===== config.mk =====
export PLATFORM = sky130hd
export DESIGN_NAME = imem_ahb_ctrl
export DESIGN_NICKNAME = d
export VERILOG_FILES = /design/src/rtl/imem_ahb_ctrl_pkg.sv /design/src/rtl/en_cnt.sv /design/src/rtl/imem_ahb_ctrl.sv
export SDC_FILE = /design/constraint.sdc
export NUM_CORES = 1
export LEC_CHECK = 0
export BUFFER_PORTS_ARGS = -buffer_cell sky130_fd_sc_hd__buf_2
export CAP_MARGIN = 20
export CORE_MARGIN = 10
export CORE_UTILIZATION = 45
export DETAILED_ROUTE_END_ITERATION = 16
export GPL_ROUTABILITY_DRIVEN = 1
export PLACE_DENSITY = 0.76
export SYNTH_ARGS = -nofsm -noshare
export SYNTH_HDL_FRONTEND = slang
export SYNTH_SLANG_ARGS = --single-unit

===== constraint.sdc =====
create_clock -name cpu_clk -period 2.4 [get_ports cpu_clk]
set_input_delay 0.12 -clock cpu_clk [delete_from_list [all_inputs] [get_ports cpu_clk]]
set_output_delay 0.12 -clock cpu_clk [all_outputs]
set_load 0.01 [all_outputs]

===== src/rtl/imem_ahb_ctrl_pkg.sv =====
`default_nettype none
// ============================================================================
// Module : imem_ahb_ctrl_pkg
// Desc   : AHB-lite constants and fetch-controller state encodings.
// Rev    : 1.0
// ============================================================================
package imem_ahb_ctrl_pkg;

  localparam logic [1:0] c_HTRANS_IDLE   = 2'b00;
  localparam logic [1:0] c_HTRANS_NONSEQ = 2'b10;
  localparam logic [2:0] c_HSIZE_WORD    = 3'b010;
  localparam logic [2:0] c_HBURST_SINGLE = 3'b000;
  localparam logic [3:0] c_HPROT_OPCODE  = 4'b0010;

  // Shared with the data-memory AHB master.
  localparam logic [1:0] c_ST_ADDR = 2'd0;
  localparam logic [1:0] c_ST_DATA = 2'd1;
  localparam logic [1:0] c_ST_RESP = 2'd2;
  localparam logic [1:0] c_ST_ERR  = 2'd3;

  localparam int unsigned c_STALE_CNT_WIDTH = 16;

endpackage
`default_nettype wire


===== src/rtl/en_cnt.sv =====
`default_nettype none
// ============================================================================
// Module : en_cnt
// Desc   : Free-running event counter, increments when en is high.
// Rev    : 1.0
// ============================================================================
module en_cnt #(
  parameter int WIDTH = 16
) (
  input  logic             clk,
  input  logic             rst,
  input  logic             en,
  output logic [WIDTH-1:0] count
);

  logic [WIDTH-1:0] r_count;

  always_ff @(posedge clk) begin
    if (rst) begin
      r_count <= '0;
    end else if (en) begin
      r_count <= r_count + {{(WIDTH-1){1'b0}}, 1'b1};
    end
  end

  assign count = r_count;

endmodule
`default_nettype wire


===== src/rtl/imem_ahb_ctrl.sv =====
`default_nettype none
// ============================================================================
// Module : imem_ahb_ctrl
// Desc   : Fetch-stage instruction responder over an AHB-lite master port.
// Rev    : 1.0
// ============================================================================
module imem_ahb_ctrl
  import imem_ahb_ctrl_pkg::*;
#(
  parameter int ADDR_WIDTH  = 32,
  parameter int INSTR_WIDTH = 32
) (
  input  logic                         cpu_clk,
  input  logic                         cpu_rst,
  input  logic [ADDR_WIDTH-1:0]        boot_addr,
  input  logic [ADDR_WIDTH-1:0]        next_pc,
  output logic                         instr_read_data_valid,
  output logic [INSTR_WIDTH-1:0]       instr_read_data,
  output logic                         instr_bus_err,
  output logic [ADDR_WIDTH-1:0]        haddr,
  output logic [1:0]                   htrans,
  output logic                         hwrite,
  output logic [2:0]                   hsize,
  output logic [2:0]                   hburst,
  output logic [3:0]                   hprot,
  input  logic                         hready,
  input  logic                         hresp,
  input  logic [INSTR_WIDTH-1:0]       hrdata,
  output logic [c_STALE_CNT_WIDTH-1:0] stale_drop_cnt
);

  logic [1:0]             r_state;
  logic [1:0]             w_state_nxt;
  logic [ADDR_WIDTH-1:0]  r_cur_pc;
  logic [ADDR_WIDTH-1:0]  r_req_addr;
  logic [ADDR_WIDTH-1:0]  w_req_nxt;
  logic [ADDR_WIDTH-1:0]  r_buf_addr;
  logic [INSTR_WIDTH-1:0] r_buf_data;
  logic                   w_buf_load;
  logic                   w_stale;

  always_ff @(posedge cpu_clk) begin
    if (cpu_rst) begin
      r_state    <= c_ST_ADDR;
      r_req_addr <= boot_addr;
      r_cur_pc   <= boot_addr;
      r_buf_addr <= '1;
      r_buf_data <= '0;
    end else begin
      r_state    <= w_state_nxt;
      r_req_addr <= w_req_nxt;
      r_cur_pc   <= next_pc;
      if (w_buf_load) begin
        r_buf_addr <= r_req_addr;
        r_buf_data <= hrdata;
      end
    end
  end

  always_comb begin
    w_state_nxt = r_state;
    w_req_nxt   = r_req_addr;
    w_buf_load  = 1'b0;
    w_stale     = 1'b0;
    case (r_state)
      c_ST_ADDR: begin
        // Misaligned targets never reach the bus; keep tracking the fetch pc.
        if (r_req_addr[1:0] != 2'b00) begin
          w_req_nxt = next_pc;
        end else if (hready) begin
          w_state_nxt = c_ST_DATA;
        end
      end
      c_ST_DATA: begin
        if (hready) begin
          if (hresp) begin
            w_state_nxt = c_ST_ERR;
          end else begin
            w_buf_load = 1'b1;
            if (r_req_addr == next_pc) begin
              w_state_nxt = c_ST_RESP;
            end else begin
              w_state_nxt = c_ST_ADDR;
              w_req_nxt   = next_pc;
              w_stale     = 1'b1;
            end
          end
        end
      end
      c_ST_RESP: begin
        if (next_pc != r_buf_addr) begin
          w_state_nxt = c_ST_ADDR;
          w_req_nxt   = next_pc;
        end
      end
      c_ST_ERR: begin
        w_state_nxt = c_ST_ADDR;
        w_req_nxt   = next_pc;
      end
      default: begin
        w_state_nxt = c_ST_ADDR;
        w_req_nxt   = next_pc;
      end
    endcase
  end

  always_comb begin
    htrans                = c_HTRANS_IDLE;
    haddr                 = '0;
    instr_read_data_valid = 1'b0;
    instr_read_data       = '0;
    instr_bus_err         = 1'b0;
    if (!cpu_rst) begin
      haddr = r_req_addr;
      case (r_state)
        c_ST_ADDR: begin
          if (r_req_addr[1:0] == 2'b00) begin
            htrans = c_HTRANS_NONSEQ;
          end
        end
        c_ST_RESP: begin
          if (r_buf_addr == r_cur_pc) begin
            instr_read_data_valid = 1'b1;
            instr_read_data       = r_buf_data;
          end
        end
        c_ST_ERR: begin
          instr_read_data_valid = 1'b1;
          instr_bus_err         = 1'b1;
        end
        default: begin
        end
      endcase
    end
  end

  assign hwrite = 1'b0;
  assign hsize  = c_HSIZE_WORD;
  assign hburst = c_HBURST_SINGLE;
  assign hprot  = c_HPROT_OPCODE;

  en_cnt #(
    .WIDTH (c_STALE_CNT_WIDTH)
  ) u_stale_cnt (
    .clk   (cpu_clk),
    .rst   (cpu_rst),
    .en    (w_stale),
    .count (stale_drop_cnt)
  );

endmodule
`default_nettype wire


## Word-level counts from Yosys, hierarchy flattened

Cells that the tools add are included.

- $add $sub $neg: 1
- Equal/unequal tests: 15
- Multiplexer cells: 34
- Reduce and logical (&&, ||, !) cells: 5

Operators with widths:

| operator | count |
|---|---|
| two-way mux 32 bit | 11 |
| case mux 32 bit (4 select lines) | 1 |
| equality test 32 bit | 2 |
| != test 32 bit | 1 |
| two-way mux 2 bit | 9 |
| adder 16 x 1 -> 16 bit, second input constant | 1 |
| != test 3 bit, second input constant | 5 |
| two-way mux 1 bit | 11 |
| != test 2 bit, second input constant | 4 |
| case mux 2 bit (4 select lines) | 1 |
| AND reduction 5 bit | 1 |
| equality test 2 bit, second input constant | 2 |
| logical NOT 2 bit | 2 |
| AND reduction 4 bit | 1 |
| equality test 2 x 1 -> 1 bit, second input constant | 1 |
| case mux 1 bit (2 select lines) | 1 |
| nonzero test 2 bit | 1 |

- Flip-flop bits (word level): 146
- Bits of input ports: 100
- Word-level logic and storage cells: 61

## Longest topological paths before layout

Gate-level depths: netlist of run 1.

- Depth after elaboration: 6
- Gate-level depth with buffers: 8

## By module

Synthesis of run 1 repeated with hierarchy kept, for this count alone.

- Cells, all modules: 700
- Area total of the unflattened synthesis: 6690.2 sq um

Modules (own cells, without submodules):

| module | times used | cells an instance | area each (sq um) |
|---|---|---|---|
| imem_ahb_ctrl | 1 | 617 | 5933.2 |
| en_cnt | 1 | 83 | 757.0 |

## Worst setup path after synthesis of run 1

OpenSTA, ideal clock, no wires.

- Kind: register to register
- From: reg r_req_addr[0]
- To: reg r_req_addr[0] (enable)
- Arrival: 1965 ps
- Required time: 2005 ps
- Path slack: 40 ps
- Stages on the path, launching flop included: 6
- Path buffers: 0
- Clock period less this slack: 2360 ps
- Cells stage by stage: edfxtp_1 -> xnor2_1 -> nand4_2 -> nor4_4 -> nand2_1 -> o311a_1

- Cells in the longest elaborated chain, start to end: 3
- Elaborated cells between the ends (all ways): 5

Ends and longest elaborated chain:

| item | RTL line | text |
|---|---|---|
| start, declared | imem_ahb_ctrl.sv:35 | `logic [ADDR_WIDTH-1:0] r_req_addr;` |
| start signal, assigned | imem_ahb_ctrl.sv:45 | `r_req_addr <= boot_addr;` |
| start signal, assigned | imem_ahb_ctrl.sv:51 | `r_req_addr <= w_req_nxt;` |
| equality test 32 bit or nonzero test 2 bit (tied branches) | imem_ahb_ctrl.sv:80, imem_ahb_ctrl.sv:68 |  |
| != test 3 bit (no source line) | n/a |  |
| AND reduction 5 bit (no source line) (*) | n/a |  |

Mark *: on every way between the ends. The rest lies on a longest branch, timed or not.
A chain may end at the register's enable or synchronous reset.

## Worst setup path after layout of run 1

- From: reg r_buf_addr[25]
- To: out instr_read_data[28]

- Cells in the longest elaborated chain, start to end: 4

Ends and longest elaborated chain:

| item | RTL line | text |
|---|---|---|
| start, declared | imem_ahb_ctrl.sv:37 | `logic [ADDR_WIDTH-1:0] r_buf_addr;` |
| start signal, assigned | imem_ahb_ctrl.sv:54 | `r_buf_addr <= r_req_addr;` |
| equality test 32 bit | imem_ahb_ctrl.sv:122 | `if (r_buf_addr == r_cur_pc) begin` |
| two-way mux 32 bit | imem_ahb_ctrl.sv:122 |  |
| two-way mux 32 bit | imem_ahb_ctrl.sv:115 | `case (r_state)` |
| two-way mux 32 bit | imem_ahb_ctrl.sv:113 | `if (!cpu_rst) begin` |
| end, declared | imem_ahb_ctrl.sv:18 | `output logic [INSTR_WIDTH-1:0] instr_read_data,` |

Every way passes these cells.

==> impl_metrics.json, run 1 <==
{
  "max_slew_margin_pct": 57.1,
  "fin_worst_skew_ps": 10.4,
  "grt_antenna_before_repair": 0,
  "routed_wl_um": 21100,
  "htree_levels": 4,
  "tightestPinTransition_ps": 637,
  "violations": "setup timing",
  "cts_setup_buffers": 0,
  "rsz0062_at_grt": "true",
  "yosysSeqAreaShare_pct": 48.0,
  "async_flop_share_pct": 0,
  "setup_viol": 30,
  "synth_edf_count": 32,
  "slew_viol_final": 0,
  "layout-drive-gt1-share_pct": 28.9,
  "remaining_drc_errors": 0,
  "fin_ws_ps": -47.7,
  "status": "finished with violations",
  "power_frac_clock_pct": 40.6,
  "layout_min_cycle_time_ps": 2450,
  "powerDensity_nw_per_um2": 650,
  "nets": 1055,
  "maxCapViolCount": 0,
  "clk_latency_ps": 420,
  "ant_nets": 0,
  "wire_per_inst_um": 18.4,
  "required_ps": 2280,
  "num_vias": 5950,
  "hold_path_class": "in2reg",
  "ioPinCount": 195,
  "grt_use_total_pct": 19.8,
  "yosysWarnings": 0,
  "grt_pass1_vias": 5776,
  "hold_viol": 0,
  "die-area_um2": 20300,
  "start_util_pct": 46.2,
  "die_h_um": 143,
  "portBuffers": 182,
  "finalSetupTns_ps": -520,
  "cts_inserted_buffers": 17,
  "final.period_utilization_pct": 102,
  "fill_cells": 1144,
  "syn2layout_area_growth_pct": 35.4,
  "core_um2": 14600,
  "cp-end-kind": "primary output",
  "power.total_mw": 5.95,
  "place_hpwl_um": 14700,
  "postSynthAreaPerCell_um2": 9.52,
  "sw_frac_of_total_pct": 24.9,
  "peakVddDrop_v": 0.000591,
  "synth_cell_types": 52,
  "cts_root_buf": "clkbuf_16",
  "cp-start-kind": "flip-flop",
  "internal-power_mw": 4.47,
  "p_sw_mw": 1.49,
  "firstDrtPassIters": 6,
  "cp_data_arrival_time_ps": 2330,
  "grt_overflow": 0,
  "syn_inst": 710,
  "p_leak_nw": 3.84,
  "fp-row-count": 44,
  "dr.first_iter.drc_count": 409,
  "busiest_layer": "met2",
  "max_freq_mhz": 409,
  "grt.met2_usage_pct": 33.0,
  "fp.dieW_um": 143,
  "path_class": "reg2out",
  "path_clk_slew_ps": 60,
  "cts_tree": "done",
  "comb_power_share_pct": 13.0,
  "via_per_inst": 5.17,
  "synth_ff_type": "dfxtp_1",
  "grt_pass1_wl_um": 31600,
  "gp_congestion": 0.904,
  "cts.sinks": 146,
  "grtUsageMet1_pct": 24.1,
  "ys_ff_latch": 146,
  "cts_buffer_depth": 2,
  "syn-cell-area_um2": 6760,
  "power_frac_seq_pct": 46.4,
  "crit_path_max_fanout": 32,
  "use_met3_pct": 6.31,
  "grt_max_degree": 45
}
-- sequential cells by signal, indices dropped and copies added (netlist names) --
name / count
r_req_addr: 32
r_buf_data: 32
r_cur_pc: 32
u_stale_cnt.count: 16
r_buf_addr: 32
r_state: 2
-- kinds of logic (layout without fill, tap and decap cells) --
| logic type | after synthesis | in the layout | synth area share [%] |
|---|---|---|---|
| XOR/XNOR | 98 | 98 | 12.7 |
| adder cells (fa/ha/maj) | 1 | 1 | 0.185 |
| AND/OR/NAND/NOR | 309 | 309 | 23.6 |
| AO/OA/AOI/OAI | 65 | 65 | 5.75 |
| buffers and inverters | 55 | 301 | 4.07 |
| other | 2 | 13 | 0.111 |
| flip-flops | 146 | 146 | 48.0 |
| multiplexers | 34 | 34 | 5.64 |
-- Yosys cell counts, drive strengths merged, types with 2 or more instances --
library cell | n | area, µm²
edfxtp | 32 | 961
or3 | 3 | 18.8
nand3 | 42 | 210
and2 | 33 | 206
xnor2 | 61 | 534
nor4 | 12 | 105
inv | 6 | 22.5
buf | 19 | 140
o211ai | 2 | 15.0
dfxtp | 114 | 2280
a211oi | 2 | 15.0
nand2 | 135 | 507
nand2b | 3 | 21.3
clkbuf | 29 | 109
o21ai | 2 | 10.0
a21oi | 44 | 220
mux2 | 33 | 372
conb | 2 | 7.51
nor3 | 4 | 25.0
or4 | 9 | 67.6
and3 | 3 | 18.8
o31ai | 8 | 60.1
nor2 | 12 | 55.1
xor2 | 37 | 324
nor2b | 33 | 206
nand4 | 16 | 121
-- path summary, 6_finish.rpt --
kind	start	to	slack, ps	cells after the start
setup / recovery	r_buf_addr[25]$_SDFFE_PP1P_	instr_read_data[28]	-50	8
hold / removal	next_pc[9]	r_cur_pc[9]$_DFF_P_	8	2
setup reg to reg	r_req_addr[29]$_DFFE_PP_	r_req_addr[8]$_DFFE_PP_	140	6
hold reg to reg	r_buf_data[23]$_SDFFE_PP0P_	r_buf_data[23]$_SDFFE_PP0P_	450	2
-- stage by stage --
step	instances	area, µm²	hold WS (ps)	worst slack [ps]	util [%]
after global placement	1052	7840	361	212	53.5
after global routing	1150	9150	5.13	-140	62.5
after CTS	1148	9050	3.05	3.13	61.8
after detailed placement	1052	7840	367	157	53.5
final	1151	9160	8.13	-47.7	62.5
after floorplan	720	6800	229	40.1	-
-- critical path: stages (launching register included) --
cell and delay [ps]:
dfxtp_2 350, xnor2_2 200, nand4_1 260, nor4_4 350, nand3_1 120, nor2_2 140, buf_12 180, and2_1 180
buf_6 120
-- layout make-up --
class	count	area (µm²)	area share (%)
antenna	1	2.50	0.0273
inverter	7	26.3	0.287
multi-input combinational	519	3340	36.5
clock buffer	19	443	4.84
clock inverter	12	93.8	1.02
tap	184	230	2.51
sequential	146	3250	35.5
timing repair buffer	263	1770	19.3
-- routing by layer --
layer	vias to the layer above	wire, µm
met5	-	0
met4	0	307
met3	27	1810
met2	263	10200
met1	2797	8860
li1	2863	-
-- repair_timing --
action,CTS,global route
hold buffers,65,2
endpoints found under the hold margin,65,2
pin swaps,6,4
gates resized for setup,5,18
endpoints found under the setup margin,33,33
-- placed cells by master, fill, tap and decap left out, drive strengths merged, types with 9 or more instances in the layout --
| master | count |
|---|---|
| dlygate4sd3 | 67 |
| xnor2 | 61 |
| or4 | 9 |
| and2 | 33 |
| nor2b | 33 |
| xor2 | 37 |
| buf | 196 |
| nand3 | 42 |
| nor4 | 12 |
| edfxtp | 32 |
| nand2 | 135 |
| conb | 12 |
| mux2 | 33 |
| clkinv | 11 |
| clkbuf | 19 |
| a21oi | 44 |
| nand4 | 16 |
| nor2 | 12 |
| dfxtp | 114 |
-- power by group through the flow --
| stage | Combinational (mW) | Sequential, mW | Clock (mW) |
|---|---|---|---|
| after global placement | 0.668 | 2.80 | 0 |
| final | 0.774 | 2.76 | 2.42 |
| after detailed placement | 0.669 | 2.81 | 0 |
| after floorplan | 0.397 | 2.79 | 0 |
| after CTS | 0.761 | 2.76 | 2.44 |
| after global routing | 0.833 | 2.77 | 2.55 |
No activity file was read; power rests on OpenSTA's default activity.
==> run 2: changes to the inputs <==
--- a/config.mk
+++ b/config.mk
@@ -11,6 +11,7 @@
 export CORE_UTILIZATION = 45
 export DETAILED_ROUTE_END_ITERATION = 16
 export GPL_ROUTABILITY_DRIVEN = 1
+export GPL_TIMING_DRIVEN = 0
 export PLACE_DENSITY = 0.76
 export SYNTH_ARGS = -nofsm -noshare
 export SYNTH_HDL_FRONTEND = slang
==> run 2 against run 1 <==
  * The run still ends with setup timing left
  * Non-clock buffer count is 48 higher
  * Global-route usage is 2.6 points higher
  * Critical path type unchanged
  * Routed wire length is 14% higher
  * Maximum frequency is 1.5% lower
  * Clock skew is 1.8 ps higher
  * Clock-buffer cell count is 6 higher
  * Utilization is 4.5 points higher
  * Final area is 7.2% higher
  * Flip-flop and latch count stayed put
  * Setup slack worse by 38 ps
  * Final cell count is 4.4% higher
  * Via count is 7.5% higher
==> impl_metrics.json, run 2 (synthesized netlist as in run 1, its figures left out) <==
{
  "syn2layout_area_growth_pct": 45.2,
  "status": "finished with violations",
  "grt_overflow": 0,
  "r2r_start": "r_req_addr[23]$_DFFE_PP_",
  "hold_viol": 0,
  "min_path_cells": 2,
  "critPathMaxStageDelay_ps": 340,
  "hold_end": "r_cur_pc[24]$_DFF_P_",
  "pre_cts_ws_ps": -367,
  "setup_viol": 32,
  "cts_tree": "done",
  "regArea_um2": 3250,
  "hold_path_class": "in2reg",
  "clk_latency_ps": 430,
  "final_common_cell": "buf_2",
  "max_freq_mhz": 402,
  "cts_inserted_buffers": 17,
  "final.period_utilization_pct": 104,
  "grt_antenna_before_repair": 2,
  "rsz0062_at_grt": "true",
  "fill_cells": 1066,
  "htree_levels": 4,
  "p_leak_nw": 4.07,
  "maxCapViolCount": 0,
  "die-area_um2": 20300,
  "cp_data_arrival_time_ps": 2370,
  "cts_root_buf": "clkbuf_16",
  "fin_area_um2": 9810,
  "power.total_mw": 6.29,
  "p_sw_mw": 1.55,
  "timing.rr.end": "r_req_addr[6]$_DFFE_PP_",
  "fin_ws_ps": -86.1,
  "power_frac_clock_pct": 43.0,
  "firstDrtPassIters": 5,
  "via_per_inst": 5.32,
  "violations": "setup timing",
  "core_um2": 14600,
  "grt_max_degree": 17,
  "grt.met2_usage_pct": 38.4,
  "crit_chain": "xor2_1 > nor4_2 > and4_1 > nand3_2 > nor2_4 > buf_12 > buf_8 > and2_4 > buf_6",
  "nets": 1104,
  "hold_ws_ps": 5.18,
  "max_slew_margin_pct": 46.5,
  "crit_path_max_fanout": 7,
  "peakVddDrop_v": 0.000651,
  "path_class": "reg2out",
  "placement.cell_area_um2": 7940,
  "sw_frac_of_total_pct": 24.6,
  "grt_pass1_wl_um": 35200,
  "start_util_pct": 46.2,
  "layout_min_cycle_time_ps": 2490,
  "fin_worst_skew_ps": 12.2,
  "rr_worst_depth": 5,
  "busiest_layer": "met2",
  "internal-power_mw": 4.74,
  "comb_power_share_pct": 12.9,
  "slew_viol_final": 0,
  "cts.sinks": 146,
  "grt_use_total_pct": 22.4,
  "multi_input_area_um2": 3480,
  "path_clk_slew_ps": 60,
  "ant_nets": 0,
  "grt_pass1_vias": 6319,
  "required_ps": 2280,
  "use_met3_pct": 6.54,
  "num_vias": 6399,
  "powerDensity_nw_per_um2": 641,
  "ioPinCount": 195,
  "stdcell_count": 1202,
  "gp_congestion": 0.903,
  "fp-row-count": 44,
  "grtUsageMet1_pct": 26.2,
  "worstHoldStart": "next_pc[24]",
  "cpMaxStageDelayCell": "nor4_2",
  "die_h_um": 143,
  "dr.first_iter.drc_count": 448,
  "cp-start-kind": "flip-flop",
  "dpl.cell_count": 1086,
  "final_cell_mix": "buf_2, nand2_1, dfxtp_1, dlygate4sd3_1, xnor2_1",
  "routed_wl_um": 24000,
  "place_hpwl_um": 15800,
  "fp.dieW_um": 143,
  "portBuffers": 182,
  "remaining_drc_errors": 0,
  "r2r_slack_ps": 60,
  "cts_buffer_depth": 2,
  "layout-drive-gt1-share_pct": 32.3,
  "cp-end-kind": "primary output",
  "power_frac_seq_pct": 44.1,
  "tightestPinTransition_ps": 803,
  "wire_per_inst_um": 20.0
}
run 2: metrics by stage:
| stage | setup TNS [ps] | utilization (%) |
|---|---|---|
| floorplan | 0 | - |
| global placement | -22380 | 54.2 |
| detailed placement | -14830 | 54.2 |
| CTS | -1320 | 65.9 |
| global route | -4780 | 67.0 |
| finish | -2180 | 67.0 |
run 2: how the worst max path moves through the flow:
stage	depth (start not counted)	endpoint	startpoint	slack [ps]
final	9	instr_read_data[26]	r_buf_addr[19]$_SDFFE_PP1P_	-90
after global routing	9	instr_read_data[26]	r_buf_addr[8]$_SDFFE_PP1P_	-150
after CTS	9	instr_read_data[27]	r_cur_pc[30]$_DFF_P_	-50
after detailed placement	5	r_req_addr[26]$_DFFE_PP_	r_req_addr[26]$_DFFE_PP_	-370
after global placement	5	r_req_addr[25]$_DFFE_PP_	r_req_addr[0]$_DFFE_PP_	-650
after floorplan	5	r_req_addr[0]$_DFFE_PP_	r_req_addr[0]$_DFFE_PP_	40
run 2: worst max-delay path: cells and delay by family (launching register included):
kind / cells / cell delay [ps]
buffers and inverters: 3 / 370
XOR/XNOR: 1 / 180
AND/OR/NAND/NOR: 5 / 1050
flip-flops: 1 / 330
run 2: metal layers:
| metal | share of wire [%] | vias up |
|---|---|---|
| met1 | 39 | 3030 |
| li1 | - | 2990 |
| met3 | 9.0 | 48 |
| met4 | 2.5 | 2 |
| met5 | 0.050 | - |
| met2 | 49 | 329 |
run 2: timing repair:
| action | CTS | global route |
|---|---|---|
| buffers inserted | 6 | 1 |
| endpoints found under the setup margin | 65 | 33 |
| endpoints found under the hold margin | 68 | 0 |
| cloned | 4 | 0 |
| hold buffers | 72 | 0 |
| gates resized for setup | 65 | 45 |
| pin swaps | 42 | 8 |
run 2: power groups by stage:
stage	Combinational (mW)	Clock (mW)	Sequential [mW]
floorplan	0.397	0	2.79
global placement	0.663	0	2.81
detailed placement	0.672	0	2.82
CTS	0.789	2.72	2.77
global route	0.872	2.83	2.79
finish	0.813	2.71	2.77
run 2: layout make-up:
cell class | instances | area share, %
clock inverters | 7 | 0.956
flip-flops and latches | 146 | 33.1
diodes | 2 | 0.0510
clock buffers | 25 | 5.18
plain buffers | 48 | 2.89
multi-input cells | 520 | 35.5
repair buffers | 263 | 19.7
well taps | 184 | 2.35
inverters | 7 | 0.268
==> run 3: changes to the inputs <==
--- a/config.mk
+++ b/config.mk
@@ -15,4 +15,5 @@
 export PLACE_DENSITY = 0.76
 export SYNTH_ARGS = -nofsm -noshare
 export SYNTH_HDL_FRONTEND = slang
+export SYNTH_HIERARCHICAL = 1
 export SYNTH_SLANG_ARGS = --single-unit
==> run 3 against run 2 <==
  * The run still ends with setup timing left
  * Synthesized area is 1.1% lower
  * Die area is 0.91% lower
  * First-iteration DRC count is 22% lower
  * Setup slack worse by 11 ps
  * Sequential share of layout area is 0.24 points higher
  * Power is 0.82% higher
  * Final area is 0.61% lower
  * Routed wire length is 8.0% lower
  * Clock power is 2% higher
  * Largest cell class unchanged
==> impl_metrics.json, run 3 <==
{
  "synth_edf_count": 32,
  "synth_cell_types": 48,
  "ant_nets": 0,
  "grt_pass1_vias": 6243,
  "place_hpwl_um": 15000,
  "clk_latency_ps": 420,
  "postSynthAreaPerCell_um2": 9.56,
  "async_flop_share_pct": 0,
  "layout_min_cycle_time_ps": 2500,
  "rsz0062_at_grt": "true",
  "path_class": "reg2out",
  "crit_chain": "xor2_4 > nor4_4 > nand4_1 > buf_4 > nor4_4 > buf_6 > buf_6 > and2_4 > buf_6",
  "synth.most_common_cell": "nand2_1",
  "tightestPinTransition_ps": 859,
  "max_freq_mhz": 400,
  "cts_tree": "done",
  "wire_per_inst_um": 18.4,
  "die-area_um2": 20100,
  "grt_pass1_wl_um": 34000,
  "cp-start-kind": "flip-flop",
  "start_util_pct": 46.0,
  "cpMaxStageDelayCell": "dfxtp_2",
  "synthTopCellsByCount": "nand2_1, dfxtp_1, xor2_1",
  "violations": "setup timing",
  "cts_inserted_buffers": 17,
  "final.period_utilization_pct": 104,
  "yosysWarnings": 6,
  "firstDrtPassIters": 5,
  "syn-cell-area_um2": 6690,
  "fill_cells": 1156,
  "final_common_cell": "buf_2",
  "slew_viol_final": 0,
  "max_slew_margin_pct": 42.7,
  "htree_levels": 4,
  "required_ps": 2280,
  "gp_congestion": 0.942,
  "final_cell_mix": "buf_2, nand2_1, dfxtp_1, xor2_1, dlygate4sd3_1",
  "hold_path_class": "in2reg",
  "cp-end-kind": "primary output",
  "fp.dieW_um": 142,
  "cts.sinks": 146,
  "layout-drive-gt1-share_pct": 32.4,
  "synth_top_area_share_pct": 34.1,
  "via_per_inst": 5.09,
  "fin_ws_ps": -97.6,
  "rr_worst_depth": 6,
  "grt_antenna_before_repair": 1,
  "hold_viol": 0,
  "fin_worst_skew_ps": 12.3,
  "crit_path_max_fanout": 7,
  "syn2layout_area_growth_pct": 45.8,
  "ys_ff_latch": 146,
  "nets": 1104,
  "dr.first_iter.drc_count": 349,
  "syn_inst": 700,
  "hold_ws_ps": 23.9,
  "yosysSeqAreaShare_pct": 48.5,
  "cts_root_buf": "clkbuf_16",
  "path_clk_slew_ps": 60,
  "status": "finished with violations",
  "maxCapViolCount": 0,
  "min_path_cells": 2,
  "synth_ff_type": "dfxtp_1",
  "yosys.area.top_type": "dfxtp_1",
  "cp_data_arrival_time_ps": 2380,
  "core_um2": 14500,
  "fp-row-count": 44,
  "synth_area_leaders": "dfxtp_1, edfxtp_1, xor2_1",
  "grt_use_total_pct": 21.5,
  "peakVddDrop_v": 0.000468,
  "critPathMaxStageDelay_ps": 350,
  "powerDensity_nw_per_um2": 650,
  "routed_wl_um": 22100,
  "die_h_um": 142,
  "setup_viol": 32,
  "cts_buffer_depth": 2,
  "grt_overflow": 0,
  "portBuffers": 182,
  "remaining_drc_errors": 0,
  "p_leak_nw": 4.14,
  "ioPinCount": 195,
  "num_vias": 6124,
  "finalSetupTns_ps": -2460,
  "grt_max_degree": 20,
  "crit_top_cell": "buf_6"
}
## run 3: layer usage
metal / GRT usage, % / wire (µm) / up-vias
met5: 0 / 0 / -
met4: 9.25 / 668 / 0
met3: 5.77 / 1880 / 50
met2: 35.0 / 10700 / 292
met1: 26.2 / 8860 / 2854
li1: - / - / 2928
## run 3: layout make-up
type                            instances  area (µm²)  share of cell area [%]
Tap cell                              184         230                    2.36
Clock buffer                           19         453                    4.64
Multi-Input combinational cell        510        3410                    34.9
Inverter                                7        26.3                   0.269
Buffer                                 45         238                    2.44
Timing Repair Buffer                  276        1970                    20.2
Sequential cell                       146        3250                    33.4
Antenna cell                            2        5.00                  0.0513
Clock inverter                         13         171                    1.76
## run 3: worst paths after layout
kind                                    start                     endpoint  slack, ps
setup / recovery         r_cur_pc[25]$_DFF_P_          instr_read_data[12]       -100
hold / removal                     next_pc[1]          r_cur_pc[1]$_DFF_P_         20
setup reg to reg     r_req_addr[15]$_DFFE_PP_     r_req_addr[13]$_DFFE_PP_         20
hold reg to reg   r_buf_data[29]$_SDFFE_PP0P_  r_buf_data[29]$_SDFFE_PP0P_        450
## run 3: logic make-up (layout without fill, tap and decap cells)
family	after synthesis	after routing	share of synthesized area, %
adders and majority gates	1	1	0.187
buffers and inverters	54	360	4.06
other	2	14	0.112
muxes	35	35	5.87
AOI/OAI and AO/OA	50	50	4.40
DFF	146	146	48.5
and+or+nand+nor	308	308	23.3
xor gates and xnor gates	104	104	13.6
## run 3: metrics by stage
step                      total power, mW  worst slack [ps]  instances  utilization (%)  cell area [µm²]
after global placement               3.43              -789       1076             54.2             7880
after global routing                 6.56              -162       1200             67.1             9750
after CTS                            6.33             -36.4       1196             66.1             9600
after detailed placement             3.45              -446       1077             54.5             7920
final                                6.34             -97.6       1202             67.1             9750
after floorplan                      3.14              12.5        710                -             6740
## run 3: critical path, delay by kind of cell, from the launching register on
kind	cells	cell delay (ps)
buf+inv	4	590
xor+xnor	1	190
flops	1	350
simple gates	4	810
## run 3: power breakdown
part / internal, mW / total (mW) / switching [mW] / leakage [nW]
Combinational: 0.396 / 0.800 / 0.404 / 2.59
Sequential: 2.66 / 2.77 / 0.113 / 1.26
Clock: 1.70 / 2.77 / 1.07 / 0.289
## run 3: timing repair
item                       CTS  global route
pin swaps                   36            11
gates cloned                 3             0
hold buffers                79             0
gates resized for setup     46            25
hold endpoints to repair    67             0
setup buffers                7             4
setup endpoints to repair   76            77
